===== src/rtl/approx_adder_pkg.sv =====
// approx_adder_pkg: shared constants for the approximate adder pipeline.
//   MODE_EXACT / MODE_APPROX : encoding of the per-beat mode bit
//   DEF_*                    : default parameter values for the core and the pipeline
package approx_adder_pkg;

   localparam logic MODE_EXACT  = 1'b0;
   localparam logic MODE_APPROX = 1'b1;

   localparam int unsigned DEF_WIDTH       = 8;
   localparam int unsigned DEF_APPROX_BITS = 2;
   localparam int unsigned DEF_CNT_W       = 16;

endpackage


===== src/rtl/approx_adder_core.sv =====
// approx_adder_core: purely combinational exact/approximate adder.
//   a, b  : operands (WIDTH bits)
//   mode  : MODE_EXACT or MODE_APPROX
//   sum   : selected result including carry-out (WIDTH+1 bits)
//   err   : |exact - sum| (WIDTH+1 bits)
module approx_adder_core
   import approx_adder_pkg::*;
#(
   parameter int unsigned WIDTH       = DEF_WIDTH,
   parameter int unsigned APPROX_BITS = DEF_APPROX_BITS
) (
   input  logic [WIDTH-1:0] a,
   input  logic [WIDTH-1:0] b,
   input  logic             mode,
   output logic [WIDTH:0]   sum,
   output logic [WIDTH:0]   err
);

   logic [WIDTH-1:0] lo_bits;
   logic             cin;
   logic [WIDTH:0]   exact;
   logic [WIDTH:0]   a_hi;
   logic [WIDTH:0]   b_hi;
   logic [WIDTH:0]   hi;
   logic [WIDTH:0]   approx;

   always_comb begin
      lo_bits = '0;
      cin     = 1'b0;
      // Low bits are OR-ed; the carry into the upper part is guessed from the top low bit pair.
      for (int i = 0; i < int'(WIDTH); i++) begin
         if (i < int'(APPROX_BITS)) lo_bits[i] = a[i] | b[i];
         if (i == int'(APPROX_BITS) - 1) cin = a[i] & b[i];
      end
      exact  = {1'b0, a} + {1'b0, b};
      a_hi   = {1'b0, a} >> APPROX_BITS;
      b_hi   = {1'b0, b} >> APPROX_BITS;
      hi     = a_hi + b_hi + {{WIDTH{1'b0}}, cin};
      // With APPROX_BITS == 0 this collapses to the exact sum.
      approx = (hi << APPROX_BITS) | {1'b0, lo_bits};
      sum    = (mode == MODE_APPROX) ? approx : exact;
      err    = (exact >= sum) ? (exact - sum) : (sum - exact);
   end

endmodule


===== src/rtl/approx_adder_pipe.sv =====
// approx_adder_pipe: two-stage valid/ready pipeline around approx_adder_core with
// saturating result statistics.
//   clk, rst_n               : clock, asynchronous active-low reset
//   in_valid/in_ready, a, b, mode : operand beat handshake
//   out_valid/out_ready, sum, err : result handshake
//   stats_clr                : synchronous clear of txn_cnt, mis_cnt, err_acc
//   txn_cnt, mis_cnt, err_acc: delivered results, results with err != 0, summed err
module approx_adder_pipe
   import approx_adder_pkg::*;
#(
   parameter int unsigned WIDTH       = DEF_WIDTH,
   parameter int unsigned APPROX_BITS = DEF_APPROX_BITS,
   parameter int unsigned CNT_W       = DEF_CNT_W
) (
   input  logic                     clk,
   input  logic                     rst_n,
   input  logic                     in_valid,
   output logic                     in_ready,
   input  logic [WIDTH-1:0]         a,
   input  logic [WIDTH-1:0]         b,
   input  logic                     mode,
   output logic                     out_valid,
   input  logic                     out_ready,
   output logic [WIDTH:0]           sum,
   output logic [WIDTH:0]           err,
   input  logic                     stats_clr,
   output logic [CNT_W-1:0]         txn_cnt,
   output logic [CNT_W-1:0]         mis_cnt,
   output logic [CNT_W+WIDTH-1:0]   err_acc
);

   localparam int unsigned AccW = CNT_W + WIDTH;

   logic                 s1_valid_q, s1_valid_d;
   logic [WIDTH-1:0]     s1_a_q, s1_a_d;
   logic [WIDTH-1:0]     s1_b_q, s1_b_d;
   logic                 s1_mode_q, s1_mode_d;
   logic                 s2_valid_q, s2_valid_d;
   logic [WIDTH:0]       s2_sum_q, s2_sum_d;
   logic [WIDTH:0]       s2_err_q, s2_err_d;
   logic [CNT_W-1:0]     txn_cnt_q, txn_cnt_d;
   logic [CNT_W-1:0]     mis_cnt_q, mis_cnt_d;
   logic [AccW-1:0]      err_acc_q, err_acc_d;

   logic                 s1_adv;
   logic                 s2_adv;
   logic                 out_hs;
   logic [WIDTH:0]       core_sum;
   logic [WIDTH:0]       core_err;
   logic [AccW:0]        acc_sum;

   approx_adder_core #(
      .WIDTH       (WIDTH),
      .APPROX_BITS (APPROX_BITS)
   ) u_core (
      .a    (s1_a_q),
      .b    (s1_b_q),
      .mode (s1_mode_q),
      .sum  (core_sum),
      .err  (core_err)
   );

   assign s2_adv    = !s2_valid_q || out_ready;
   assign s1_adv    = !s1_valid_q || s2_adv;
   assign in_ready  = s1_adv;
   assign out_hs    = s2_valid_q && out_ready;
   assign out_valid = s2_valid_q;
   assign sum       = s2_sum_q;
   assign err       = s2_err_q;
   assign txn_cnt   = txn_cnt_q;
   assign mis_cnt   = mis_cnt_q;
   assign err_acc   = err_acc_q;

   always_comb begin
      s1_valid_d = s1_valid_q;
      s1_a_d     = s1_a_q;
      s1_b_d     = s1_b_q;
      s1_mode_d  = s1_mode_q;
      s2_valid_d = s2_valid_q;
      s2_sum_d   = s2_sum_q;
      s2_err_d   = s2_err_q;
      if (s1_adv) begin
         s1_valid_d = in_valid;
         if (in_valid) begin
            s1_a_d    = a;
            s1_b_d    = b;
            s1_mode_d = mode;
         end
      end
      if (s2_adv) begin
         s2_valid_d = s1_valid_q;
         if (s1_valid_q) begin
            s2_sum_d = core_sum;
            s2_err_d = core_err;
         end
      end
   end

   always_comb begin
      txn_cnt_d = txn_cnt_q;
      mis_cnt_d = mis_cnt_q;
      err_acc_d = err_acc_q;
      acc_sum   = {1'b0, err_acc_q} + (AccW + 1)'(s2_err_q);
      if (stats_clr) begin
         // Clear beats a coincident handshake.
         txn_cnt_d = '0;
         mis_cnt_d = '0;
         err_acc_d = '0;
      end else if (out_hs) begin
         if (txn_cnt_q != '1) txn_cnt_d = txn_cnt_q + 1'b1;
         if (s2_err_q != '0 && mis_cnt_q != '1) mis_cnt_d = mis_cnt_q + 1'b1;
         err_acc_d = acc_sum[AccW] ? '1 : acc_sum[AccW-1:0];
      end
   end

   always_ff @(posedge clk or negedge rst_n) begin
      if (!rst_n) begin
         s1_valid_q <= 1'b0;
         s1_a_q     <= '0;
         s1_b_q     <= '0;
         s1_mode_q  <= MODE_EXACT;
         s2_valid_q <= 1'b0;
         s2_sum_q   <= '0;
         s2_err_q   <= '0;
         txn_cnt_q  <= '0;
         mis_cnt_q  <= '0;
         err_acc_q  <= '0;
      end else begin
         s1_valid_q <= s1_valid_d;
         s1_a_q     <= s1_a_d;
         s1_b_q     <= s1_b_d;
         s1_mode_q  <= s1_mode_d;
         s2_valid_q <= s2_valid_d;
         s2_sum_q   <= s2_sum_d;
         s2_err_q   <= s2_err_d;
         txn_cnt_q  <= txn_cnt_d;
         mis_cnt_q  <= mis_cnt_d;
         err_acc_q  <= err_acc_d;
      end
   end

endmodule


===== config.mk =====
export PLATFORM = sky130hd
export DESIGN_NAME = approx_adder_pipe
export DESIGN_NICKNAME = d
export VERILOG_FILES = /design/src/rtl/approx_adder_pkg.sv /design/src/rtl/approx_adder_core.sv /design/src/rtl/approx_adder_pipe.sv
export SDC_FILE = /design/constraint.sdc
export NUM_CORES = 1
export LEC_CHECK = 0
export ABC_CLOCK_PERIOD_IN_PS = 4100
export CORE_ASPECT_RATIO = 0.5
export CORE_MARGIN = 10
export CORE_UTILIZATION = 35
export DETAILED_ROUTE_END_ITERATION = 16
export GPL_TIMING_DRIVEN = 0
export PLACE_DENSITY = 0.59
export SYNTH_ARGS = -nofsm -noshare
export SYNTH_HDL_FRONTEND = slang
export SYNTH_SLANG_ARGS = --single-unit

===== constraint.sdc =====
create_clock -name clk -period 4.1 [get_ports clk]
set_input_delay 1.23 -clock clk [delete_from_list [all_inputs] [get_ports clk]]
set_output_delay 1.23 -clock clk [all_outputs]
set_load 0.005 [all_outputs]

==> PnR_summary.wiki, run 1 <==
{| class="wikitable"
! Metric !! Value
|-
| Critical path class || reg -> reg
|-
| Worst min path class || reg -> reg
|-
| Startpoint types || flip-flop
|-
| Part of the total power dissipated in sequential elements || 0.282
|-
| Yosys warns || 0
|-
| Full die area || 22,300 sq um
|-
| Leading cell types in the layout, fill and taps excluded || 95 x clkdlybuf4s50_1, 91 x dfrtp_1, 60 x nand2_1, 44 x o21ai_0, 44 x nor2_1
|-
| Number of instances in the placed design || 919
|-
| Leading cell type in the layout, fill and taps excluded || clkdlybuf4s50_1
|-
| Power Dens Cells || 569 nW/um^2
|-
| Synth async-reset ratio || 1.00
|-
| CP required || 4.31 ns
|-
| Final weighted congestion in routability-driven placement || 0.888
|-
| Detailed-router iteration count before antenna repair || 4
|-
| Top-level port count || 98
|-
| Library cell used as clock root buffer || clkbuf_16
|-
| Actual transition at the worst max-transition pin || 0.779 ns
|-
| Period utilisation layout || 0.927
|-
| Fin nets || 771
|-
| Share of total power in the clock network || 0.204
|-
| Maximum fanout encountered on the critical timing path || 8
|-
| H-tree depth || 3
|-
| Total global routing track utilization || 0.132
|-
| Final Routed Wirelength || 14.5 mm
|-
| Syn nets || 660
|-
| DIE HEIGHT || 111 um
|-
| Die width || 201 um
|-
| Vias in the first global route || 4,728
|-
| Post-detailed-route via-to-cell ratio || 4.96
|-
| Synth Area per Inst || 9.67 sq um
|-
| Number of antenna cells inserted || 0
|-
| Wire length per cell || 15.4 um
|-
| Antenna violations before repair || 0
|-
| Worst Hold Slack || 0.482 ns
|-
| Number of rows created at floorplan || 33
|-
| Count of antenna-violating nets left after detailed routing || 0
|-
| Pins Over Slew Limit || 0
|-
| Clk Latency, worst-skew pair || 0.35 ns
|-
| Number of distinct library cells after synthesis || 60
|-
| Number of hold-repair buffers added at the cts stage || 0
|-
| Number of buffers added by the clock tree synthesis step || 9
|-
| Clk pin slew, worst setup/hold paths || 0.07 ns
|-
| Count of flip-flops with a built-in enable after synthesis || 0
|-
| Unrepaired setup endpoints after global routing || no
|-
| Sort of element at the end of the critical path || flip-flop
|-
| Net switching fraction of the power || 0.386
|-
| Aggregate global routing overflow || 0
|-
| Post-Syn Instances || 595
|-
| Setup TNS || 0 ns
|-
| Status || finished, final reports clean
|-
| Cell Area, Synth || 5750 sq um
|-
| Maximum clock skew at final layout || 0.0127 ns
|-
| Tightest slew margin relative to the limit || 0.475
|-
| Maximum vdd ir drop || 281 uV
|-
| Most common flop cell mapped by yosys || dfrtp_1
|-
| Max-cap violations || 0
|-
| Maximum number of pins on one net before global-route repair || 60
|-
| Leakage dissipation || 0.00309 uW
|-
| Effective utilization at floorplan || 0.354
|-
| Residual DRC || 0
|-
| Clk sink count || 93
|-
| CORE AREA || 16,200 sq um
|-
| Final Instance Count excl. Fillers || 938
|-
| Final count of negative-setup-slack endpoints || 0
|-
| Arrival time at the worst endpoint || 4.01 ns
|-
| Max Root-Sink Buffers || 2
|-
| Sequential area share after synthesis || 0.405
|-
| Flip-flop and latch count after synthesis || 93
|-
| Vias || 4,650
|-
| Area delta synth->final || 28.1%
|-
| Port bufs || 96
|-
| Post-route cell area || 7370 sq um
|-
| Internal Power || 2580 uW
|-
| Min Clock Period, post-route || 3.80 ns
|-
| Detail Placement HPWL || 11.2 mm
|-
| Net switching power || 1620 uW
|-
| Clock tree from TritonCTS || built
|-
| Number of filler cells placed in the layout || 1,570
|-
| Initial detailed-routing violation count || 247
|-
| Highest Clock Rate || 0.263 GHz
|-
| Dpl cell area || 7020 sq um
|-
| Endpoints failing hold || 0
|-
| First-pass GRT wire length || 24.8 mm
|-
| Combinational group share of total power || 0.514
|-
| Share of cells above drive strength 1 || 0.0985
|}
-- cell type report --
cell class,count,area [sq um],area share
multi-input combinational,445,3210,0.436
sequential,93,2330,0.316
timing repair buffer,101,1030,0.140
tap,227,284,0.0385
clock buffer,9,225,0.0306
inverter,38,143,0.0194
clock inverter,7,73.8,0.0100
buffer,18,71.3,0.00968
-- what timing repair did --
action | 4_1_cts | 5_1_grt
setup endpoints to repair | 0 | 8
setup buffers | 0 | 4
gates resized for setup | 0 | 4
-- critical path, stage by stage, from the launching register on --
cell      delay (ns)
dfrtp_2         0.40
ha_1            0.15
inv_1           0.04
fa_1            0.42
fa_1            0.44
nand2_1         0.10
o311a_1         0.17
o21ai_0         0.08
nand2_1         0.11
xnor2_1         0.10
ha_2            0.38
and3_1          0.16
o211ai_1        0.16
a32oi_4         0.29
buf_12          0.16
mux2i_1         0.22
xor2_1          0.20
o21ai_1         0.08
-- worst paths after layout --
check                      slack (ns)             startpoint                       to  cells after the start
setup / recovery                 0.30  s1_a_q[1]$_DFFE_PN0P_       err[3]$_DFFE_PN0P_                     17
hold / removal                   0.48     sum[1]$_DFFE_PN0P_       sum[1]$_DFFE_PN0P_                      2
setup reg to reg                 0.30  s1_a_q[1]$_DFFE_PN0P_       err[3]$_DFFE_PN0P_                     17
hold reg to reg                  0.48     sum[1]$_DFFE_PN0P_       sum[1]$_DFFE_PN0P_                      2
max in group asynchronous        2.56                  rst_n    s1_a_q[1]$_DFFE_PN0P_                      2
min in group asynchronous        0.84                  rst_n  txn_cnt[12]$_DFFE_PN0P_                      1
-- cells in the mapped netlist (all sizes together) (4+ instances only) --
cell type	count	area [sq um]
a21o	6	45.0
a21oi	28	140
a311oi	5	61.3
a31oi	13	81.3
and3	6	47.5
and4	4	35.0
clkbuf	17	65.1
dfrtp	93	2330
fa	6	120
ha	37	463
inv	38	143
mux2	22	248
mux2i	12	120
nand2	60	225
nand2b	5	31.3
nand3	14	75.1
nand4	10	62.6
nor2	45	171
nor3	19	115
nor4	5	50.1
o21ai	49	245
or3	4	25.0
xnor2	22	193
xor2	24	210
-- power groups by stage --
stage	clock network [uW]	registers (uW)	logic, uW
finish	857	1180	2160
global route	925	1210	2400
CTS	886	1190	2060
global placement	0	1200	2010
floorplan	0	1170	1450
detailed placement	0	1200	2040
-- logic make-up after synthesis --
family / count (synthesis) / share of synthesized area
xor gates and xnor gates: 46 / 0.0700
and+or+nand+nor: 190 / 0.169
buffers and inverters: 57 / 0.0379
muxes: 34 / 0.0640
AOI/OAI and AO/OA: 132 / 0.154
DFF: 93 / 0.405
adders and majority gates: 43 / 0.101
-- through the flow --
step           power, uW  worst slack (ns)   util
2_1_floorplan       2620             0.541      -
4_1_cts             4130            0.0125  0.451
5_1_grt             4540           0.00965  0.454
3_5_place_dp        3240            0.0395  0.433
6_report            4190             0.298  0.454
3_3_place_gp        3210             -1.84  0.431
-- flip-flops by register name (all words and copies together) (netlist names) --
signal and flops:
err 9, txn_cnt 16, s1_mode_q 1, out_valid 1, s1_b_q 8, err_acc 24, s1_valid_q 1, sum 9
mis_cnt 16, s1_a_q 8
-- layer usage --
layer / track usage / wire length (um) / up-vias
li1: - / - / 2347
met1: 0.179 / 7260 / 2231
met2: 0.214 / 6730 / 63
met3: 0.0245 / 397 / 9
met4: 0.0304 / 106 / 0
met5: 0 / 0 / -
Power figures use the tool's default switching activity.
==> run 2: changes to the inputs <==
Settings changed: CORE_UTILIZATION 35 to 53, PLACE_DENSITY 0.59 to 0.82.
==> run 2 against run 1 <==
Effect of this change: routed wire length is 2.3% lower; first-iteration DRC count is 7.7% higher; sequential share of layout area is 0.46 points higher; cell count is 9.4% lower; combinational power is 2% lower; clock power is 5.3% higher; global-route usage is 4.6 points higher; die area is 30% lower; register-to-register slack worse by 0.15 ns; power is 0.22% higher; clock-buffer cell count stayed put; worst hold slack worse by 0.0061 ns; largest cell class unchanged.
==> PnR_summary.wiki, run 2 (synthesis results as in run 1) <==
{| class="wikitable"
! Metric !! Value
|-
| Buf+Inv Stages, Crit Path || 2
|-
| Min Clock Period, post-route || 3.96 ns
|-
| Startpoint types || flip-flop
|-
| Count of antenna-violating nets left after detailed routing || 0
|-
| Terminus of the critical flop-to-flop path || err[3]$_DFFE_PN0P_
|-
| Share of cells above drive strength 1 || 0.0944
|-
| Final Power || 4200 uW
|-
| Die width || 167 um
|-
| Post-detailed-route via-to-cell ratio || 5.63
|-
| Maximum fanout encountered on the critical timing path || 7
|-
| DIE HEIGHT || 93.7 um
|-
| Max stage delay on crit path || 0.44 ns
|-
| Max-cap violations || 0
|-
| Vias || 4,789
|-
| Sort of element at the end of the critical path || flip-flop
|-
| Actual transition at the worst max-transition pin || 0.736 ns
|-
| Residual DRC || 0
|-
| Initial detailed-routing violation count || 266
|-
| Critical Path, Cell by Cell || ha_1 > inv_1 > fa_1 > fa_1 > nand2_1 > o311a_1 > o21ai_0 > nand2_1 > xnor2_1 > ha_2 > and3_1 > o211ai_1 > a32oi_4 > buf_4 > mux2i_1 > xor2_1 > o21ai_1
|-
| Clk Latency, worst-skew pair || 0.34 ns
|-
| Maximum number of pins on one net before global-route repair || 72
|-
| Aggregate global routing overflow || 0
|-
| Crit path max-delay family || adder cells
|-
| Worst setup startpoint || s1_b_q[1]$_DFFE_PN0P_
|-
| Endpoint of the worst hold-timing path || sum[8]$_DFFE_PN0P_
|-
| Leading cell types in the layout, fill and taps excluded || 95 x clkdlybuf4s50_1, 92 x dfrtp_1, 60 x nand2_1, 44 x o21ai_0, 44 x nor2_1
|-
| Number of buffers added by the clock tree synthesis step || 9
|-
| Total global routing track utilization || 0.178
|-
| Post-route cell area || 7260 sq um
|-
| Number of antenna cells inserted || 0
|-
| Area delta synth->final || 26.2%
|-
| Power Dens Cells || 579 nW/um^2
|-
| Final count of negative-setup-slack endpoints || 0
|-
| Critical R2R Launch || s1_b_q[1]$_DFFE_PN0P_
|-
| Endpoints failing hold || 0
|-
| Period utilisation layout || 0.965
|-
| Setup TNS || 0 ns
|-
| Effective utilization at floorplan || 0.553
|-
| Maximum vdd ir drop || 347 uV
|-
| Max reg flops || 24
|-
| Arrival time at the worst endpoint || 4.17 ns
|-
| Full die area || 15,700 sq um
|-
| Clock tree from TritonCTS || built
|-
| Final weighted congestion in routability-driven placement || 0.900
|-
| Leakage dissipation || 0.00309 uW
|-
| Library cell used as clock root buffer || clkbuf_16
|-
| CORE AREA || 10,400 sq um
|-
| Number of hold-repair buffers added at the cts stage || 0
|-
| Highest Clock Rate || 0.253 GHz
|-
| First-pass GRT wire length || 23.6 mm
|-
| Dpl cell area || 6910 sq um
|-
| Vias in the first global route || 4,903
|-
| Fin nets || 770
|-
| Tightest slew margin relative to the limit || 0.507
|-
| Max Root-Sink Buffers || 2
|-
| Detail Placement HPWL || 10.7 mm
|-
| Wire length per cell || 16.7 um
|-
| Minimum setup slack among reg-to-reg paths || 0.14 ns
|-
| Antenna violations before repair || 0
|-
| Final Routed Wirelength || 14.2 mm
|-
| Worst min path class || reg -> reg
|-
| Pins Over Slew Limit || 0
|-
| Leading cell type in the layout, fill and taps excluded || clkdlybuf4s50_1
|-
| Hold Crit Start || sum[8]$_DFFE_PN0P_
|-
| Detailed-router iteration count before antenna repair || 4
|-
| Number of stages on the worst hold path || 2
|-
| Number of rows created at floorplan || 26
|-
| Cells on worst reg2reg path || 17
|-
| Port bufs || 96
|-
| Maximum clock skew at final layout || 0.0101 ns
|-
| Library cell contributing the largest single delay on the critical path || fa_1
|-
| Clk pin slew, worst setup/hold paths || 0.07 ns
|-
| Status || finished, final reports clean
|-
| CP required || 4.31 ns
|-
| Critical path class || reg -> reg
|-
| H-tree depth || 3
|-
| Top-level port count || 98
|-
| Clk sink count || 93
|}
==> run 2: worst max-delay path by stage <==
stage	slack, ns	endpoint	cells after the start
2_1_floorplan	0.54	err[4]$_DFFE_PN0P_	17
3_3_place_gp	-1.64	txn_cnt[9]$_DFFE_PN0P_	1
3_5_place_dp	0.07	err[3]$_DFFE_PN0P_	17
4_1_cts	0.05	err[3]$_DFFE_PN0P_	17
5_1_grt	-0.02	err[3]$_DFFE_PN0P_	17
6_report	0.14	err[3]$_DFFE_PN0P_	17
==> run 2: timing repair <==
| item | 4_1_cts | 5_1_grt |
|---|---|---|
| gates resized for setup | 0 | 2 |
| setup endpoints to repair | 0 | 8 |
| setup buffers | 0 | 3 |
==> run 2: final cells by class <==
type / count / area (sq um)
Sequential cell: 93 / 2330
Timing Repair Buffer: 100 / 1010
Fill cell: 837 / 3150
Buffer: 18 / 71.3
Multi-Input combinational cell: 445 / 3210
Clock inverter: 7 / 98.8
Tap cell: 140 / 175
Clock buffer: 9 / 225
Inverter: 38 / 143
==> run 2: worst reg2reg max path: cells and delay by family, from the launching register on <==
kind	cells	cell delay, ns
buf+inv	2	0.22
xor+xnor	2	0.31
fa+ha+maj	4	1.45
mux	1	0.25
flops	1	0.42
simple gates	3	0.41
compound gates	5	0.79
==> run 2: per-stage QoR <==
step	setup WS (ns)	hold slack, ns	cells	utilization
final	0.143	0.476	850	0.697
after global routing	-0.0245	0.505	850	0.697
after CTS	0.0482	0.483	848	0.695
after detailed placement	0.0711	0.469	832	0.664
after global placement	-1.64	0.464	831	0.662
after floorplan	0.541	0.457	595	-
==> run 2: report_power, final <==
part | switching, uW | internal, uW | total, uW
Combinational | 1110 | 1010 | 2120
Sequential | 133 | 1050 | 1190
Clock | 365 | 537 | 902
Total | 1610 | 2600 | 4200
==> run 2: per-layer routing <==
layer / GRT usage / vias up / wire (um) / part of all wire
li1: - / 2330 / - / -
met1: 0.214 / 2348 / 6400 / 0.45
met2: 0.317 / 99 / 6990 / 0.49
met3: 0.0439 / 12 / 666 / 0.047
met4: 0.0447 / 0 / 104 / 0.0073
met5: 0 / - / 0 / 0
==> run 3: changes to the inputs <==
Settings changed: PLACE_DENSITY 0.82 to 0.8, SKIP_LAST_GASP set to 1.
==> run 3 against run 2 <==
Effect of this change: clock power rose by 1%; first-iteration DRC count fell by 9.4%; worst hold slack improved by 0.0026 ns; setup slack improved by 0.064 ns; clock skew fell by 0.0017 ns.
==> PnR_summary.wiki, run 3 (synthesis results as in run 1) <==
{| class="wikitable"
! Metric !! Value
|-
| Critical R2R Launch || s1_a_q[1]$_DFFE_PN0P_
|-
| Leading cell types in the layout, fill and taps excluded || 95 x clkdlybuf4s50_1, 93 x dfrtp_1, 60 x nand2_1, 44 x o21ai_0, 44 x nor2_1
|-
| Sort of element at the end of the critical path || flip-flop
|-
| Total number of cells along the worst setup path || 17
|-
| Post-route cell area || 7250 sq um
|-
| Number of instances in the placed design || 832
|-
| Worst min path class || reg -> reg
|-
| CORE AREA || 10,400 sq um
|-
| Dpl cell area || 6910 sq um
|-
| CP required || 4.31 ns
|-
| Number of hold-repair buffers added at the cts stage || 0
|-
| Max stage delay on crit path || 0.43 ns
|-
| DIE HEIGHT || 93.7 um
|-
| Final Power || 4190 uW
|-
| Fin nets || 768
|-
| Antenna violations before repair || 0
|-
| Critical path class || reg -> reg
|-
| Setup TNS || 0 ns
|-
| Terminus of the critical flop-to-flop path || err[7]$_DFFE_PN0P_
|-
| Final count of negative-setup-slack endpoints || 0
|-
| Effective utilization at floorplan || 0.553
|-
| Top-level port count || 98
|-
| Number of antenna cells inserted || 0
|-
| H-tree depth || 3
|-
| Multi-input gate area || 3210 sq um
|-
| Max reg flops || 24
|-
| Final weighted congestion in routability-driven placement || 0.872
|-
| Max-cap violations || 0
|-
| Buf+Inv Stages, Crit Path || 2
|-
| Port bufs || 96
|-
| Post-detailed-route via-to-cell ratio || 5.54
|-
| Min Clock Period, post-route || 3.89 ns
|-
| Aggregate global routing overflow || 0
|-
| Minimum setup slack among reg-to-reg paths || 0.21 ns
|-
| Final Routed Wirelength || 13.8 mm
|-
| Residual DRC || 0
|-
| Final Instance Count excl. Fillers || 848
|-
| Detailed-router iteration count before antenna repair || 6
|-
| Clk Latency, worst-skew pair || 0.34 ns
|-
| Endpoints failing hold || 0
|-
| Pins Over Slew Limit || 0
|-
| Full die area || 15,700 sq um
|-
| Total global routing track utilization || 0.174
|-
| First-pass GRT wire length || 23.2 mm
|-
| Highest Clock Rate || 0.257 GHz
|-
| Wire length per cell || 16.3 um
|-
| Actual transition at the worst max-transition pin || 0.744 ns
|-
| Maximum clock skew at final layout || 0.00838 ns
|-
| Clk sink count || 93
|-
| Unrepaired setup endpoints after global routing || no
|-
| Crit path max-delay family || adder cells
|-
| Number of stages on the worst hold path || 2
|-
| Cells on worst reg2reg path || 17
|-
| Worst Hold Slack || 0.479 ns
|-
| Area delta synth->final || 26.1%
|-
| Hold Crit Start || sum[1]$_DFFE_PN0P_
|-
| Sequential cell area in the final layout || 2330 sq um
|-
| Endpoint of the worst hold-timing path || sum[1]$_DFFE_PN0P_
|-
| Library cell contributing the largest single delay on the critical path || dfrtp_1
|-
| Vias in the first global route || 4,757
|-
| Vias || 4,700
|-
| Status || finished, final reports clean
|-
| Number of buffers added by the clock tree synthesis step || 9
|-
| Max Root-Sink Buffers || 2
|-
| Leading cell type in the layout, fill and taps excluded || clkdlybuf4s50_1
|-
| Power Dens Cells || 577 nW/um^2
|-
| Library cell used as clock root buffer || clkbuf_16
|-
| Maximum number of pins on one net before global-route repair || 69
|-
| Initial detailed-routing violation count || 241
|-
| Maximum vdd ir drop || 320 uV
|-
| Tightest slew margin relative to the limit || 0.502
|-
| Share of cells above drive strength 1 || 0.0904
|-
| Critical Path, Cell by Cell || ha_1 > inv_1 > fa_1 > fa_1 > nand2_1 > o311a_1 > o21ai_0 > nand2_1 > xnor2_1 > ha_2 > and3_1 > o211ai_1 > a32oi_4 > buf_12 > mux2i_1 > xnor2_1 > o21ai_0
|-
| Arrival time at the worst endpoint || 4.10 ns
|-
| Clk pin slew, worst setup/hold paths || 0.07 ns
|-
| Leakage dissipation || 0.00308 uW
|-
| Clock tree from TritonCTS || built
|-
| Maximum fanout encountered on the critical timing path || 8
|-
| Count of antenna-violating nets left after detailed routing || 0
|-
| Number of filler cells placed in the layout || 819
|-
| Detail Placement HPWL || 10.6 mm
|-
| Number of rows created at floorplan || 26
|-
| Startpoint types || flip-flop
|-
| Die width || 167 um
|-
| Period utilisation layout || 0.949
|}
[run 3: cell types whose count changed in the layout (fill, tap and decap cells not counted), sizes merged]
cell | before | now
clkinvlp | 1 | 2
inv | 39 | 40
buf | 7 | 5
clkinv | 3 | 1
[run 3: worst min-delay path, delay by kind of cell (launching register included)]
kind             cells  cell delay (ns)
AND/OR/NAND/NOR      1             0.04
AO/OA/AOI/OAI        1             0.06
flip-flops           1             0.34
[run 3: cell type report]
class,count,share of cell area
timing repair buffer,98,0.139
sequential,93,0.321
clock inverter,7,0.0135
multi-input combinational,445,0.442
clock buffer,9,0.0310
tap,140,0.0241
buffer,18,0.00983
inverter,38,0.0197
[run 3: worst max-delay path by stage]
| stage | slack, ns | end | start |
|---|---|---|---|
| 4_1_cts | 0.03 | err[7]$_DFFE_PN0P_ | s1_a_q[1]$_DFFE_PN0P_ |
| 5_1_grt | 0.01 | err[7]$_DFFE_PN0P_ | s1_a_q[1]$_DFFE_PN0P_ |
| 6_report | 0.21 | err[7]$_DFFE_PN0P_ | s1_a_q[1]$_DFFE_PN0P_ |
| 3_3_place_gp | -1.67 | txn_cnt[12]$_DFFE_PN0P_ | rst_n |
| 3_5_place_dp | 0.05 | err[7]$_DFFE_PN0P_ | s1_a_q[1]$_DFFE_PN0P_ |
| 2_1_floorplan | 0.54 | err[4]$_DFFE_PN0P_ | s1_a_q[1]$_DFFE_PN0P_ |
[run 3: stage by stage]
step,setup WS (ns),utilization
3_3_place_gp,-1.67,0.662
5_1_grt,0.0101,0.697
6_report,0.207,0.697
2_1_floorplan,0.541,-
3_5_place_dp,0.0476,0.664
4_1_cts,0.0252,0.695
[run 3: repair_timing]
action                     CTS  global route
setup endpoints to repair    0             8
gates resized for setup      0             1
buffers inserted             0             1
hold endpoints to repair     0             0
[run 3: routing by layer]
metal  track usage  share of wire
met1         0.219           0.46
met2         0.298           0.48
met3        0.0447          0.045
met4        0.0367         0.0079
met5             0              0
[run 3: power breakdown]
part	leakage [uW]	switching, uW	internal, uW
clock	0.000152	375	538
combinational	0.00172	1090	1010
sequential	0.00121	130	1050
